### src/rtl/prils_seq.sv
// prils_seq: Moore sequencer driving the mux selects of the FPU priority-encode /
// left-shift normalization datapath. Define PRILS_SEQ_ABS_EN to make op 5 (NORM_ABS) legal.
module prils_seq (
  input  logic       clk,
  input  logic       reset_l,
  input  logic       req_val,
  input  logic [2:0] req_op,
  input  logic       req_dprec,
  input  logic [1:0] req_const,
  input  logic       flush,
  input  logic [5:0] priout,
  output logic       req_rdy,
  output logic       m0c,
  output logic [1:0] m1c,
  output logic [1:0] m2c,
  output logic [1:0] m3c,
  output logic [1:0] mconfunc,
  output logic       m4,
  output logic       lsdprec,
  output logic       done,
  output logic [5:0] norm_cnt,
  output logic       zero,
  output logic       err
);

  typedef enum logic [2:0] {
    IDLE     = 3'd0,
    PRI_HI   = 3'd1,
    PRI_LO   = 3'd2,
    SHIFT_HI = 3'd3,
    SHIFT_LO = 3'd4,
    OUT      = 3'd5
  } state_t;

  localparam logic [2:0] OP_NORM_S   = 3'd0;
  localparam logic [2:0] OP_NORM_D   = 3'd1;
  localparam logic [2:0] OP_SHIFT    = 3'd2;
  localparam logic [2:0] OP_CONST    = 3'd3;
  localparam logic [2:0] OP_MULT     = 3'd4;
  localparam logic [2:0] OP_NORM_ABS = 3'd5;

`ifdef PRILS_SEQ_ABS_EN
  localparam logic ABS_EN = 1'b1;
`else
  localparam logic ABS_EN = 1'b0;
`endif

  function automatic logic op_legal(input logic [2:0] op);
    logic ok;
    case (op)
      OP_NORM_S, OP_NORM_D, OP_SHIFT, OP_CONST, OP_MULT: ok = 1'b1;
      OP_NORM_ABS: ok = ABS_EN;
      default:     ok = 1'b0;
    endcase
    return ok;
  endfunction

  state_t     state_r, state_nf_s, state_s;
  logic [2:0] op_r, op_s;
  logic [1:0] const_r, const_s;
  logic       accept_s;
  logic       p_zero_s;
  logic [6:0] sum_s;
  logic [5:0] lo_cnt_s;
  logic [1:0] hi_sel_s;
  logic       m0c_s, m4_s, done_s;
  logic [1:0] m1c_s, m2c_s, m3c_s, mconfunc_s;

  assign accept_s = req_val && req_rdy && !flush;
  assign p_zero_s = (priout == 6'd32);
  assign sum_s    = 7'd32 + {1'b0, priout};
  assign state_s  = flush ? IDLE : state_nf_s;

  // Low-word count: saturate at 63 when both words were zero on a double op
  always_comb begin
    lo_cnt_s = priout;
    if (op_r == OP_NORM_S) begin
      lo_cnt_s = priout;
    end else if (sum_s[6]) begin
      lo_cnt_s = 6'd63;
    end else begin
      lo_cnt_s = sum_s[5:0];
    end
  end

  // Next-state logic and latched-op capture
  always_comb begin
    state_nf_s = state_r;
    op_s       = op_r;
    const_s    = const_r;
    case (state_r)
      IDLE: begin
        if (accept_s) begin
          op_s    = req_op;
          const_s = req_const;
          case (req_op)
            OP_NORM_S:                   state_nf_s = PRI_LO;
            OP_NORM_D:                   state_nf_s = PRI_HI;
            OP_NORM_ABS:                 state_nf_s = ABS_EN ? PRI_HI : IDLE;
            OP_SHIFT, OP_CONST, OP_MULT: state_nf_s = OUT;
            default:                     state_nf_s = IDLE;
          endcase
        end else begin
          state_nf_s = IDLE;
        end
      end
      PRI_HI:   state_nf_s = p_zero_s ? PRI_LO : SHIFT_HI;
      PRI_LO:   state_nf_s = p_zero_s ? OUT : SHIFT_LO;
      SHIFT_HI: state_nf_s = IDLE;
      SHIFT_LO: state_nf_s = IDLE;
      OUT:      state_nf_s = IDLE;
      default:  state_nf_s = IDLE;
    endcase
  end

  // Select decode of the upcoming state, so the registered selects line up with the state
  always_comb begin
    m0c_s      = 1'b0;
    m1c_s      = 2'b00;
    m2c_s      = 2'b00;
    m3c_s      = 2'b00;
    mconfunc_s = 2'b00;
    m4_s       = 1'b0;
    done_s     = 1'b0;
    hi_sel_s   = ((op_s == OP_NORM_ABS) && ABS_EN) ? 2'b11 : 2'b01;
    case (state_s)
      IDLE:   done_s = 1'b0;
      PRI_HI: m1c_s  = hi_sel_s;
      PRI_LO: m1c_s  = 2'b00;
      SHIFT_HI: begin
        m1c_s  = hi_sel_s;
        m0c_s  = 1'b1;
        m2c_s  = 2'b10;
        m3c_s  = 2'b10;
        done_s = 1'b1;
      end
      SHIFT_LO: begin
        m2c_s  = 2'b10;
        m3c_s  = 2'b10;
        done_s = 1'b1;
      end
      OUT: begin
        done_s = 1'b1;
        case (op_s)
          OP_SHIFT: begin
            m0c_s = 1'b1;
            m2c_s = 2'b01;
            m3c_s = 2'b10;
          end
          OP_CONST: begin
            m3c_s      = 2'b01;
            mconfunc_s = const_s;
          end
          OP_MULT: m4_s  = 1'b1;
          default: m3c_s = 2'b00;
        endcase
      end
      default: done_s = 1'b0;
    endcase
  end

  // State, latched request fields and registered outputs
  always_ff @(posedge clk or negedge reset_l) begin
    if (!reset_l) begin
      state_r  <= IDLE;
      op_r     <= 3'd0;
      const_r  <= 2'b00;
      req_rdy  <= 1'b1;
      m0c      <= 1'b0;
      m1c      <= 2'b00;
      m2c      <= 2'b00;
      m3c      <= 2'b00;
      mconfunc <= 2'b00;
      m4       <= 1'b0;
      done     <= 1'b0;
      err      <= 1'b0;
      lsdprec  <= 1'b0;
    end else begin
      state_r  <= state_s;
      op_r     <= op_s;
      const_r  <= const_s;
      req_rdy  <= (state_s == IDLE);
      m0c      <= m0c_s;
      m1c      <= m1c_s;
      m2c      <= m2c_s;
      m3c      <= m3c_s;
      mconfunc <= mconfunc_s;
      m4       <= m4_s;
      done     <= done_s;
      err      <= accept_s && !op_legal(req_op);
      if (accept_s) begin
        lsdprec <= req_dprec;
      end
    end
  end

  // Normalization count and zero flag; flush freezes them
  always_ff @(posedge clk or negedge reset_l) begin
    if (!reset_l) begin
      norm_cnt <= 6'd0;
      zero     <= 1'b0;
    end else if (accept_s) begin
      norm_cnt <= 6'd0;
      zero     <= 1'b0;
    end else if (!flush && (state_r == PRI_HI)) begin
      norm_cnt <= priout;
    end else if (!flush && (state_r == PRI_LO)) begin
      norm_cnt <= lo_cnt_s;
      zero     <= p_zero_s;
    end
  end

endmodule

### config.mk
export PLATFORM = sky130hd
export DESIGN_NAME = prils_seq
export DESIGN_NICKNAME = d
export VERILOG_FILES = /design/src/rtl/prils_seq.sv
export SDC_FILE = /design/constraint.sdc
export NUM_CORES = 1
export LEC_CHECK = 0
export BUFFER_PORTS_ARGS = -buffer_cell sky130_fd_sc_hd__buf_2
export CAP_MARGIN = 20
export CORE_ASPECT_RATIO = 0.7
export CORE_UTILIZATION = 50
export DETAILED_ROUTE_END_ITERATION = 10
export PLACE_DENSITY = 0.78
export SETUP_SLACK_MARGIN = 0.4
export SYNTH_ARGS = -nofsm -noshare
export SYNTH_HDL_FRONTEND = slang
export SYNTH_SLANG_ARGS = --single-unit
### constraint.sdc
create_clock -name clk -period 4.9 [get_ports clk]
set_input_delay 1.47 -clock clk [delete_from_list [all_inputs] [get_ports clk]]
set_output_delay 1.47 -clock clk [all_outputs]
set_load 0.005 [all_outputs]
==> impl_metrics.json <==
{
  "rsz0062_at_grt": "no",
  "p_sw_share_pct": 28.5,
  "busiest_layer": "met1",
  "gp_congestion": 0.844,
  "vias": 906,
  "intPower_mw": 0.481,
  "fp.dieW_um": 61.8,
  "final_nets": 150,
  "port_buffers": 35,
  "n_antenna_cell": 0,
  "drtIter0Drc": 46,
  "synthFlopType": "dfrtp_1",
  "holdBufCountCts": 0,
  "clkPwrFrac_pct": 22.0,
  "ir_worst_vdd_v": 0.000252,
  "tightestPinTransition_ns": 0.580,
  "drive_gt1_share_pct": 46.6,
  "seq_power_share_pct": 49.1,
  "drc": 0,
  "power_mw": 0.672,
  "setup_ws_ns": 2.34,
  "ant_nets": 0,
  "r2r_setup_slack_ns": 3.08,
  "htreeDepth": 1,
  "ys_warn_count": 0,
  "via_per_inst": 5.49,
  "hold_path.class": "reg2reg",
  "crit_type": "in2reg",
  "dpl_cell_area_um2": 1450,
  "yosys-top-cells-area": "dfrtp_1, mux2_2, o221a_2, or4b_4, dfstp_2",
  "grt_max_degree": 29,
  "cp.arrival_ns": 2.80,
  "core_um2": 2260,
  "worstHoldEndpoint": "lsdprec",
  "routedWlPerCell_um": 14.3,
  "die_y_um": 43.9,
  "fin_skew_ns": 0.00572,
  "end_kind": "flop",
  "fmax_mhz": 390,
  "required_ns": 5.14,
  "ys_types": 41,
  "setup_viol": 0,
  "ys_async_sr_fraction_pct": 100,
  "cap_violations": 0,
  "dp_hpwl_um": 1860,
  "hold_viol_final": 0,
  "synth.top_cell.area_share_pct": 54.0,
  "area_delta_synth_final_pct": 20.4,
  "crit_path_start_kind": "input pin",
  "synth_area_um2": 1250,
  "synth.avg_cell_area_um2": 13.0,
  "timing.rr.end": "norm_cnt[1]",
  "timing.hold.worst_path_depth": 1,
  "maxSlewViolCount": 0,
  "grt_pass1_wl_um": 4070,
  "yosys-top-cells-count": "dfrtp_1, mux2_2, o221a_2, a21oi_1, nor2_1",
  "powerDensity_nw_per_um2": 446,
  "cts_tree": "built",
  "drt_wl_total_um": 2370,
  "grt_overflow": 0,
  "post-route-period-util_pct": 52.3,
  "grtUsageMet3_pct": 7.16,
  "worstSkewPairLatency_ns": 0.34,
  "reg2reg_depth": 3,
  "yosysMostFrequentCell": "dfrtp_1",
  "cts_buffers": 3,
  "outcome": "finished, final reports clean",
  "slew_headroom_pct": 61.3,
  "synth_cells": 96,
  "dp_slack_ns": 1.98,
  "grt_antenna_before_repair": 0,
  "grtUsageMet1_pct": 30.8,
  "syn_nets": 112,
  "period_minus_slack_ns": 2.56,
  "r2r-start": "state_r[2]",
  "cts_setup_buffers": 0,
  "fin_util_pct": 66.7,
  "grt_use_met2_pct": 29.7,
  "io_pins": 37,
  "hp-start": "lsdprec",
  "yosysSeqAreaShare_pct": 56.1,
  "cts_root_buf": "clkbuf_4",
  "row_count": 14,
  "clk_pin_slew_ns": 0.13,
  "cts_num_sinks": 28,
  "pwr-share-comb_pct": 28.9,
  "track_usage_pct": 21.5,
  "synth_edf_count": 0,
  "ys_ff_latch": 28,
  "grt_pass1_vias": 894,
  "yosys.area.top_type": "dfrtp_1",
  "first_pass_iters": 4,
  "leakagePower_nw": 0.772,
  "setup_tns_ns": 0,
  "switchingPower_mw": 0.192,
  "dieArea_um2": 2710,
  "start_util_pct": 55.4,
  "stdcell_area_um2": 1510,
  "cts.repair.resized": 0,
  "cp_max_fo": 5,
  "clockBufferDepth": 2
}
## per-layer routing
metal  vias up  wire length [um]
li1        439                 -
met1       435              1140
met2        27              1060
met3         5               117
met4         0                42
met5         -                 0
## state kept, by name, summed over array words and instances (netlist names), 2 cells and up
register and flops:
op_r 3, mconfunc 2, const_r 2, m3c 2
m2c 2, norm_cnt 6, state_r 3
## power by group through the flow
stage               logic, mW  clock network, mW  registers (mW)
floorplan               0.121                  0           0.331
global placement        0.193                  0           0.330
detailed placement      0.196                  0           0.332
CTS                     0.195              0.152           0.330
global route            0.217              0.163           0.337
finish                  0.195              0.148           0.330
## cell families (layout without fill, tap and decap cells)
group	count (synthesis)	count (layout)	share of synthesized area, %
AND/OR/NAND/NOR	31	31	19.0
other	1	1	0.300
flip-flops	28	28	56.1
multiplexers	6	6	5.40
XOR/XNOR	1	1	0.700
AO/OA/AOI/OAI	24	24	16.6
buffers and inverters	5	42	1.90
## worst max path at each step
stage | start | endpoint | slack, ns | cells past startpoint
6_report | flush | norm_cnt[1] | 2.34 | 4
5_1_grt | priout[0] | m2c[1] | 2.27 | 6
4_1_cts | priout[0] | m2c[1] | 2.36 | 6
3_5_place_dp | flush | norm_cnt[2] | 1.98 | 4
3_3_place_gp | flush | norm_cnt[4] | 2.01 | 4
2_1_floorplan | flush | norm_cnt[0] | 2.18 | 3
## cells in the final DEF (no fill, tap or decap), types with 2 or more instances in the layout
| cell | n |
|---|---|
| nor3_1 | 3 |
| o221a_2 | 5 |
| o21ai_0 | 3 |
| nand2_1 | 3 |
| a211oi_1 | 2 |
| nor3b_1 | 2 |
| buf_2 | 35 |
| mux2_2 | 6 |
| nor2_1 | 4 |
| or4b_4 | 2 |
| a21oi_1 | 4 |
| and3b_1 | 2 |
| clkbuf_4 | 3 |
| inv_1 | 3 |
| dfrtp_1 | 27 |
| or3_1 | 2 |
| nor2b_1 | 2 |
## final cells by class
type	count	area, um2
inverters	3	11.3
clock inverters	1	30.0
flip-flops and latches	28	702
multi-input cells	63	526
well taps	32	40.0
fillers	163	753
clock buffers	3	22.5
repair buffers	35	175
## critical path, cell delays in order
cell	delay, ns
buf_2	0.12
or4b_4	0.52
a311o_1	0.42
o221a_2	0.27
## metrics by stage
step,cells,hold slack [ns]
finish,165,0.515
global route,165,0.537
CTS,165,0.518
detailed placement,161,0.486
global placement,161,0.475
floorplan,96,0.465
(Power assumes the default switching activity.)
